$ cat src/rtl/paralelo_serial_tx.sv
// paralelo_serial_tx: byte serializer, MSB first, with post-reset COMMA startup train and COMMA idle fill
module paralelo_serial_tx #(
    parameter logic [7:0] COMMA       = 8'hBC,
    parameter int         INIT_COMMAS = 6
) (
    input  logic       clk_32f,
    input  logic       reset_L,
    input  logic [7:0] data_in,
    input  logic       valid_in,
    output logic       ready_out,
    output logic       data_out,
    output logic       sync_out,
    output logic       active_out
);
    localparam logic [0:0] INIT   = 1'b0;
    localparam logic [0:0] ACTIVE = 1'b1;

    logic [2:0] bit_cnt;
    logic [7:0] shreg;
    logic [3:0] comma_cnt;
    logic [0:0] state;
    logic       load;

    assign load       = (bit_cnt == 3'd7);
    assign data_out   = shreg[7];
    assign sync_out   = (bit_cnt == 3'd0);
    assign active_out = (state == ACTIVE);
    assign ready_out  = (state == ACTIVE) && load;

    // bit position within the current byte slot, free-running
    always_ff @(posedge clk_32f or negedge reset_L)
        if (!reset_L) bit_cnt <= 3'd0;
        else          bit_cnt <= bit_cnt + 3'd1;

    // shift out MSB first; on the last bit load the next byte (data, or COMMA when idle/training)
    always_ff @(posedge clk_32f or negedge reset_L)
        if (!reset_L)                     shreg <= COMMA;
        else if (!load)                   shreg <= {shreg[6:0], 1'b0};
        else if (state == ACTIVE && valid_in) shreg <= data_in;
        else                              shreg <= COMMA;

    // count startup commas (the reset-loaded one is comma 1) and go active after the last one is loaded
    always_ff @(posedge clk_32f or negedge reset_L)
        if (!reset_L) begin
            comma_cnt <= 4'd1;
            state     <= INIT;
        end else if (load && state == INIT) begin
            comma_cnt <= comma_cnt + 4'd1;
            if (comma_cnt + 4'd1 == 4'(INIT_COMMAS)) state <= ACTIVE;
        end
endmodule
$ cat config.mk
export PLATFORM = sky130hd
export DESIGN_NAME = paralelo_serial_tx
export DESIGN_NICKNAME = d
export VERILOG_FILES = /design/src/rtl/paralelo_serial_tx.sv
export SDC_FILE = /design/constraint.sdc
export NUM_CORES = 1
export LEC_CHECK = 0
export ABC_AREA = 1
export BUFFER_PORTS_ARGS = -buffer_cell sky130_fd_sc_hd__buf_2
export CAP_MARGIN = 30
export CORE_UTILIZATION = 45
export DETAILED_ROUTE_END_ITERATION = 6
export PLACE_DENSITY = 0.7
export RECOVER_POWER = 25
export SETUP_SLACK_MARGIN = 0.05
export SLEW_MARGIN = 20
export SYNTH_ARGS = -nofsm -noshare
export SYNTH_HDL_FRONTEND = slang
export SYNTH_SLANG_ARGS = --single-unit
$ cat constraint.sdc
create_clock -name clk_32f -period 1.4 [get_ports clk_32f]
set_clock_uncertainty 0.15 [all_clocks]
set_input_delay 0.21 -clock clk_32f [delete_from_list [all_inputs] [get_ports clk_32f]]
set_output_delay 0.21 -clock clk_32f [all_outputs]
set_load 0.1 [all_outputs]
==> run metrics, run 1 <==
EDFF count, synth=0; final WL=1.298 mm; Worst Setup Slack, final=-0.3246 ns; Max rail drop VDD=0.0005618 V; leading cell types in the layout, fill and taps excluded=9 x inv_1, 9 x nand2_1, 9 x dfrtp_1, 9 x buf_2, 7 x dlygate4sd3_1; number of buffers created by CTS=3; Setup TNS Final=-0.8670 ns; Worst path slowest cell=dfrtp_1; crit path DAT=1.36 ns; Synth Register Bits=16; Peak Freq=579.9 MHz; MaxCap Viol Count=0; YS warnings=0; CTS tree=yes; Avg Cell Area, Syn=11.22 um^2; Slew headroom=0.7362; Iteration-0 DRC Markers=8; WHS=0.008425 ns; RSZ-0062 raised after global routing=yes; Clock transition at path regs=0.08 ns; Antenna Cells=0; die height=41.64 um; failing checks=negative setup slack; Yosys top cell area share=0.3540; nets@finish=110; Worst Path Required=1.04 ns; clock root buffer=clkbuf_4; antenna violations before repair=0; Final Max Tran Viols=0; Cell Pwr Density=731.6 mW/mm^2; Vias=528; Slowest Stage Delay on Critical Path=0.39 ns; final core occ=0.7457; top_reg_cell synth=dfrtp_1; Initial Util=0.5113; leakage=0.4799 nW; layout cells sized above 1=0.4624; critical path, cell by cell=ha_2 > ha_4 > nand2_4 > clkinvlp_4 > buf_12; I/O Buffers=14; Final ANT Viol Nets=0; synthesis-to-finish area growth=45.84%; largest family of logic cells by synthesized area=simple AND/OR/NAND/NOR gates; Syn Nets=79; wire length of the first global-routing pass=2.311 mm; die area=0.001733 mm^2; Async SR Flop Fraction=1.000; FF-to-FF setup slack=-0.05 ns; largest buffer count on any clock path=2; Worst Max-Slew Pin Slew=0.3956 ns; Final Cell Area=0.001031 mm^2; Core Rows=13; mux share of post-synthesis cell area=0; Final GP Congestion=0.6553; Final HPWL DP=916.6 um; CTS H-tree lvls=1; worst-path fanout max=2; area leader, netlist=dfrtp_1; Gate Count Post-Synth=63; Die Wd=41.64 um; clk_lat worst skew=0.29 ns; final setup fails=15; min cycle time layout=1.725 ns; vias in the first global route=581; Worst Setup End Kind=primary output; Power, Total=0.7543 mW; adder-cell share of the synthesized area=0.08850; total grt overflow=0; xor/xnor share of the synthesized area=0.01239; CP startpoint kind=flip-flop; core area=0.001383 mm^2; DRC=0; CTS Sinks=16; status=complete, but fails checks; Netlist cell types=18; I/O pins=15; wire per inst=12.02 um; largest net degree at the start of global routing=17; post-place instance area=905.9 um^2; synth top area cells=dfrtp_1 35%, dfstp_2 22%, ha_1 8.8%; gr usage total=0.1750; Tcrit/Tclk final=1.232; final hold violations=0; Tightest Hold Check Type=input port to flip-flop; Synth Area in Compound Gates=0.1239; Synth Area in Simple Gates=0.1292; Seq/Total Area, Yosys=0.5770; Setup CP Type=flip-flop to primary output; vias per cell=4.889; drt first pass iters=4; Mapped Area=706.9 um^2
[final timing paths]
| path | from | to | depth (start not counted) |
|---|---|---|---|
| worst max-delay path | bit_cnt[1]$_DFF_PN0_ | ready_out | 5 |
| worst min-delay path | data_in[3] | shreg[3]$_DFF_PN1_ | 2 |
| worst max register to register | bit_cnt[0]$_DFF_PN0_ | active_out$_DFFE_PN0P_ | 7 |
| worst min register to register | bit_cnt[0]$_DFF_PN0_ | bit_cnt[0]$_DFF_PN0_ | 1 |
| max in group asynchronous | reset_L | comma_cnt[0]$_DFFE_PN1P_ | 2 |
| min in group asynchronous | reset_L | active_out$_DFFE_PN0P_ | 2 |
[registers in the layout (all words and copies together) (netlist names)]
register / flops
comma_cnt: 4
bit_cnt: 3
shreg: 8
active_out: 1
[what timing repair did]
action,in CTS,in global routing
buffers inserted,3,0
pin swaps,7,4
endpoints found under the hold margin,21,0
hold buffers,7,0
endpoints found under the setup margin,7,16
resized for setup,3,1
[cells in the mapped netlist, types with 2 or more instances]
cell / count
a22o_2: 2
nor2_4: 2
inv_2: 2
dfrtp_1: 10
ha_1: 5
nand2_1: 9
inv_1: 11
dfstp_2: 6
nor2_1: 2
o22a_1: 5
o21ai_0: 2
[per-stage QoR]
| stage | worst slack [ns] | instances |
|---|---|---|
| 2_1_floorplan | -0.1960 | 63 |
| 3_3_place_gp | -0.04066 | 94 |
| 3_5_place_dp | -0.05846 | 94 |
| 4_1_cts | -0.3187 | 108 |
| 5_1_grt | -0.3783 | 108 |
| 6_report | -0.3246 | 108 |
[cell families after synthesis]
logic type      count (synthesis)
fa+ha+maj                       5
buf+inv                        13
simple gates                   17
compound gates                 11
flops                          16
xor+xnor                        1
[per-layer routing]
layer	up-vias	GRT usage	routed length [um]
li1	261	-	-
met1	246	0.1994	551
met2	15	0.2969	645
met3	6	0.03913	50
met4	0	0.1032	51
met5	-	0	0
[report_power, final]
| group | internal [mW] | switching, mW |
|---|---|---|
| Sequential | 0.463 | 0 |
| Combinational | 0.0235 | 0.0167 |
| Clock | 0.111 | 0.141 |
[critical path, delay by kind of cell, from the launching register on]
family | cells | cell delay (ns)
adders and majority gates | 2 | 0.36
buffers and inverters | 2 | 0.27
DFF | 1 | 0.39
and+or+nand+nor | 1 | 0.06
[final cells by class]
| type | instances | area [um^2] |
|---|---|---|
| clock buffers | 4 | 26.28 |
| repair buffers | 26 | 241.5 |
| multi-input cells | 34 | 277.8 |
| flip-flops and latches | 16 | 411.6 |
| fillers | 103 | 351.6 |
| inverters | 13 | 55.05 |
| well taps | 15 | 18.77 |
Power figures use the tool's default switching activity.
==> run 2: changes to the inputs <==
--- a/config.mk
+++ b/config.mk
@@ -8,9 +8,8 @@
 export ABC_AREA = 1
 export BUFFER_PORTS_ARGS = -buffer_cell sky130_fd_sc_hd__buf_2
 export CAP_MARGIN = 30
-export CORE_UTILIZATION = 45
+export CORE_UTILIZATION = 40
 export DETAILED_ROUTE_END_ITERATION = 6
-export PLACE_DENSITY = 0.7
 export RECOVER_POWER = 25
 export SETUP_SLACK_MARGIN = 0.05
 export SLEW_MARGIN = 20
==> run 2 against run 1 <==
Against the previous run:
- the run still ends with negative setup slack left
- final cell count up 3.7%
- routed wire length up 0.62%
- register-to-register slack got worse by 0.14 ns
- non-clock buffer count grew 3
- clock power rose by 19%
- final area grew 4.5%
- sequential share of layout area is 1.7 points lower
- largest power group unchanged
==> run metrics, run 2 (same netlist as run 1, synthesis figures left out) <==
Iteration-0 DRC Markers=9 (+1); status=complete, but fails checks; final setup fails=15 (unchanged); Tightest Hold Check Type=input port to flip-flop; final hold violations=0 (unchanged); Clock transition at path regs=0.09 ns (about the same); Final GP Congestion=0.7466 (+14%); synthesis-to-finish area growth=52.39%; antenna violations before repair=0 (unchanged); Core Rows=14 (+1); crit path DAT=1.36 ns (about the same); vias per cell=4.571 (-6.5%); I/O pins=15 (unchanged); Die Wd=44.04 um (+5.8%); leading cell types in the layout, fill and taps excluded=9 x inv_1, 9 x dfrtp_1, 9 x buf_2; sequential power share=0.578 (-0.035); Worst Setup Slack, final=-0.3188 ns (+0.005800 ns); die height=44.04 um (+5.8%); Worst R2R Start=bit_cnt[1]$_DFF_PN0_; largest net degree at the start of global routing=17 (unchanged); failing checks=negative setup slack; die area=0.001940 mm^2 (+12%); R2R Path End=comma_cnt[3]$_DFFE_PN0P_; Top reg by flops=shreg; Vias=512 (-3.0%); nets@finish=113 (+2.7%); MaxCap Viol Count=0 (unchanged); Int Power=0.6447 mW (+8.0%); Top Registers=shreg: 8 flops, comma_cnt: 4 flops, bit_cnt: 3 flops; wire per inst=11.66 um (-3.0%); max reg flops=8 (unchanged); final core occ=0.6833 (-0.06237); wire length of the first global-routing pass=2.339 mm (+1.2%); layout cells sized above 1=0.5208 (+0.05847); largest buffer count on any clock path=2 (unchanged); pre-CTS setup slack=-0.06034 ns (-0.001879 ns); leakage=0.5051 nW (+5.2%); DRC=0 (unchanged); Hold Crit Start=data_in[7]; drt first pass iters=6 (+2); cell count of the worst reg-to-reg path=8 (+1); I/O Buffers=14 (unchanged); CTS H-tree lvls=1 (unchanged); Worst Setup End Kind=primary output; CP startpoint kind=flip-flop; Peak Freq=581.8 MHz (+0.34%); FF-to-FF setup slack=-0.19 ns (-0.14 ns); Final HPWL DP=920.2 um (+0.39%); CTS tree=yes; CTS Sinks=16 (unchanged); hold endpoint=shreg[7]$_DFF_PN1_; WHS Path Cells=2 (unchanged); Cell Pwr Density=743.5 mW/mm^2 (+1.6%); Final ANT Viol Nets=0 (unchanged); Slew headroom=0.7405 (+0.004212); Final Max Tran Viols=0 (unchanged); Initial Util=0.4484 (-0.06290); worst-path fanout max=2 (unchanged); core area=0.001577 mm^2 (+14%); power share of the combinational group=0.050 (-0.003); gr usage total=0.1708 (-0.004117); sw power=0.1562 mW (-0.74%); Antenna Cells=0 (unchanged); switching part of the total=0.1951 (-0.01362); final WL=1.306 mm (+0.62%); Worst Path Required=1.04 ns (about the same); clock root buffer=clkbuf_4; RSZ-0062 raised after global routing=yes; number of buffers created by CTS=3 (unchanged); clk_lat worst skew=0.29 ns (about the same); fillcell total=122 (+18%); min cycle time layout=1.719 ns (-0.005800 ns); total grt overflow=0 (unchanged); Tcrit/Tclk final=1.228 (-0.004143); Max rail drop VDD=0.0004276 V (-24%); Setup CP Type=flip-flop to primary output; vias in the first global route=544 (-6.4%); Clk network pwr share=0.373 (+0.040); Worst Max-Slew Pin Slew=0.3893 ns (-0.006317 ns)
==> run 2: changes by cell type in the layout (fill, tap and decap cells not counted) <==
cell and change:
nand2_2 +2, buf_4 +2, nand2_1 -2, o21ai_0 -1
buf_6 +1, clkbuf_8 +1, clkbuf_1 -1, o21ai_2 +1
==> run 2: how the worst max path moves through the flow <==
| stage | cells after the start | from | end | slack (ns) |
|---|---|---|---|---|
| floorplan | 4 | bit_cnt[0]$_DFF_PN0_ | ready_out | -0.20 |
| global placement | 5 | bit_cnt[0]$_DFF_PN0_ | ready_out | -0.03 |
| detailed placement | 5 | bit_cnt[0]$_DFF_PN0_ | ready_out | -0.06 |
| CTS | 5 | bit_cnt[1]$_DFF_PN0_ | ready_out | -0.34 |
| global route | 5 | bit_cnt[1]$_DFF_PN0_ | ready_out | -0.36 |
| finish | 5 | bit_cnt[1]$_DFF_PN0_ | ready_out | -0.32 |
==> run 2: power by group through the flow <==
stage          combinational (mW)  sequential, mW  clock (mW)
6_report                   0.0398           0.463       0.298
5_1_grt                    0.0451           0.463       0.329
4_1_cts                    0.0402           0.463       0.310
3_5_place_dp               0.0252           0.471           0
3_3_place_gp               0.0252           0.471           0
2_1_floorplan             0.00262           0.471           0
==> run 2: per-stage QoR <==
step / instance area [um^2] / std cells / power, mW / TNS (ns) / hold slack [ns]
floorplan: 742.0 / 63 / 0.4739 / -0.2332 / -0.2356
finish: 1077 / 112 / 0.8009 / -1.976 / 0.002423
CTS: 1072 / 112 / 0.8132 / -2.953 / 0.0006986
global placement: 907.1 / 95 / 0.4963 / -0.03370 / -0.01116
global route: 1077 / 112 / 0.8366 / -2.984 / 0.003692
detailed placement: 907.1 / 95 / 0.4963 / -0.06034 / -0.01448
==> run 2: per-layer routing <==
layer  up-vias  share of wire  global-route usage
met5         -              0                   0
met4         0              0             0.03636
met3         0          0.044             0.06122
met2        13           0.53              0.3088
met1       230           0.43              0.1925
li1        269              -                   -
==> run 2: worst max-delay path: stages, from the launching register on <==
cell and delay [ns]:
dfrtp_1 0.39, ha_2 0.20, ha_4 0.17, nand2_4 0.06, clkinvlp_4 0.09, buf_12 0.17
==> run 2: area by class of cell <==
| cell class | count | area (um^2) | share of cell area |
|---|---|---|---|
| timing repair buffer | 29 | 267.8 | 0.2485 |
| clock buffer | 4 | 36.28 | 0.03368 |
| tap | 16 | 20.02 | 0.01858 |
| sequential | 16 | 411.6 | 0.3821 |
| multi-input combinational | 34 | 286.5 | 0.2660 |
| inverter | 13 | 55.05 | 0.05110 |
==> run 2: timing repair <==
| item | CTS | global route |
|---|---|---|
| cloned | 0 | 0 |
| hold endpoints to repair | 21 | 0 |
| setup endpoints to repair | 13 | 16 |
| resized for setup | 6 | 5 |
| hold buffers | 7 | 0 |
| setup buffers | 6 | 2 |
| pin swaps | 11 | 5 |
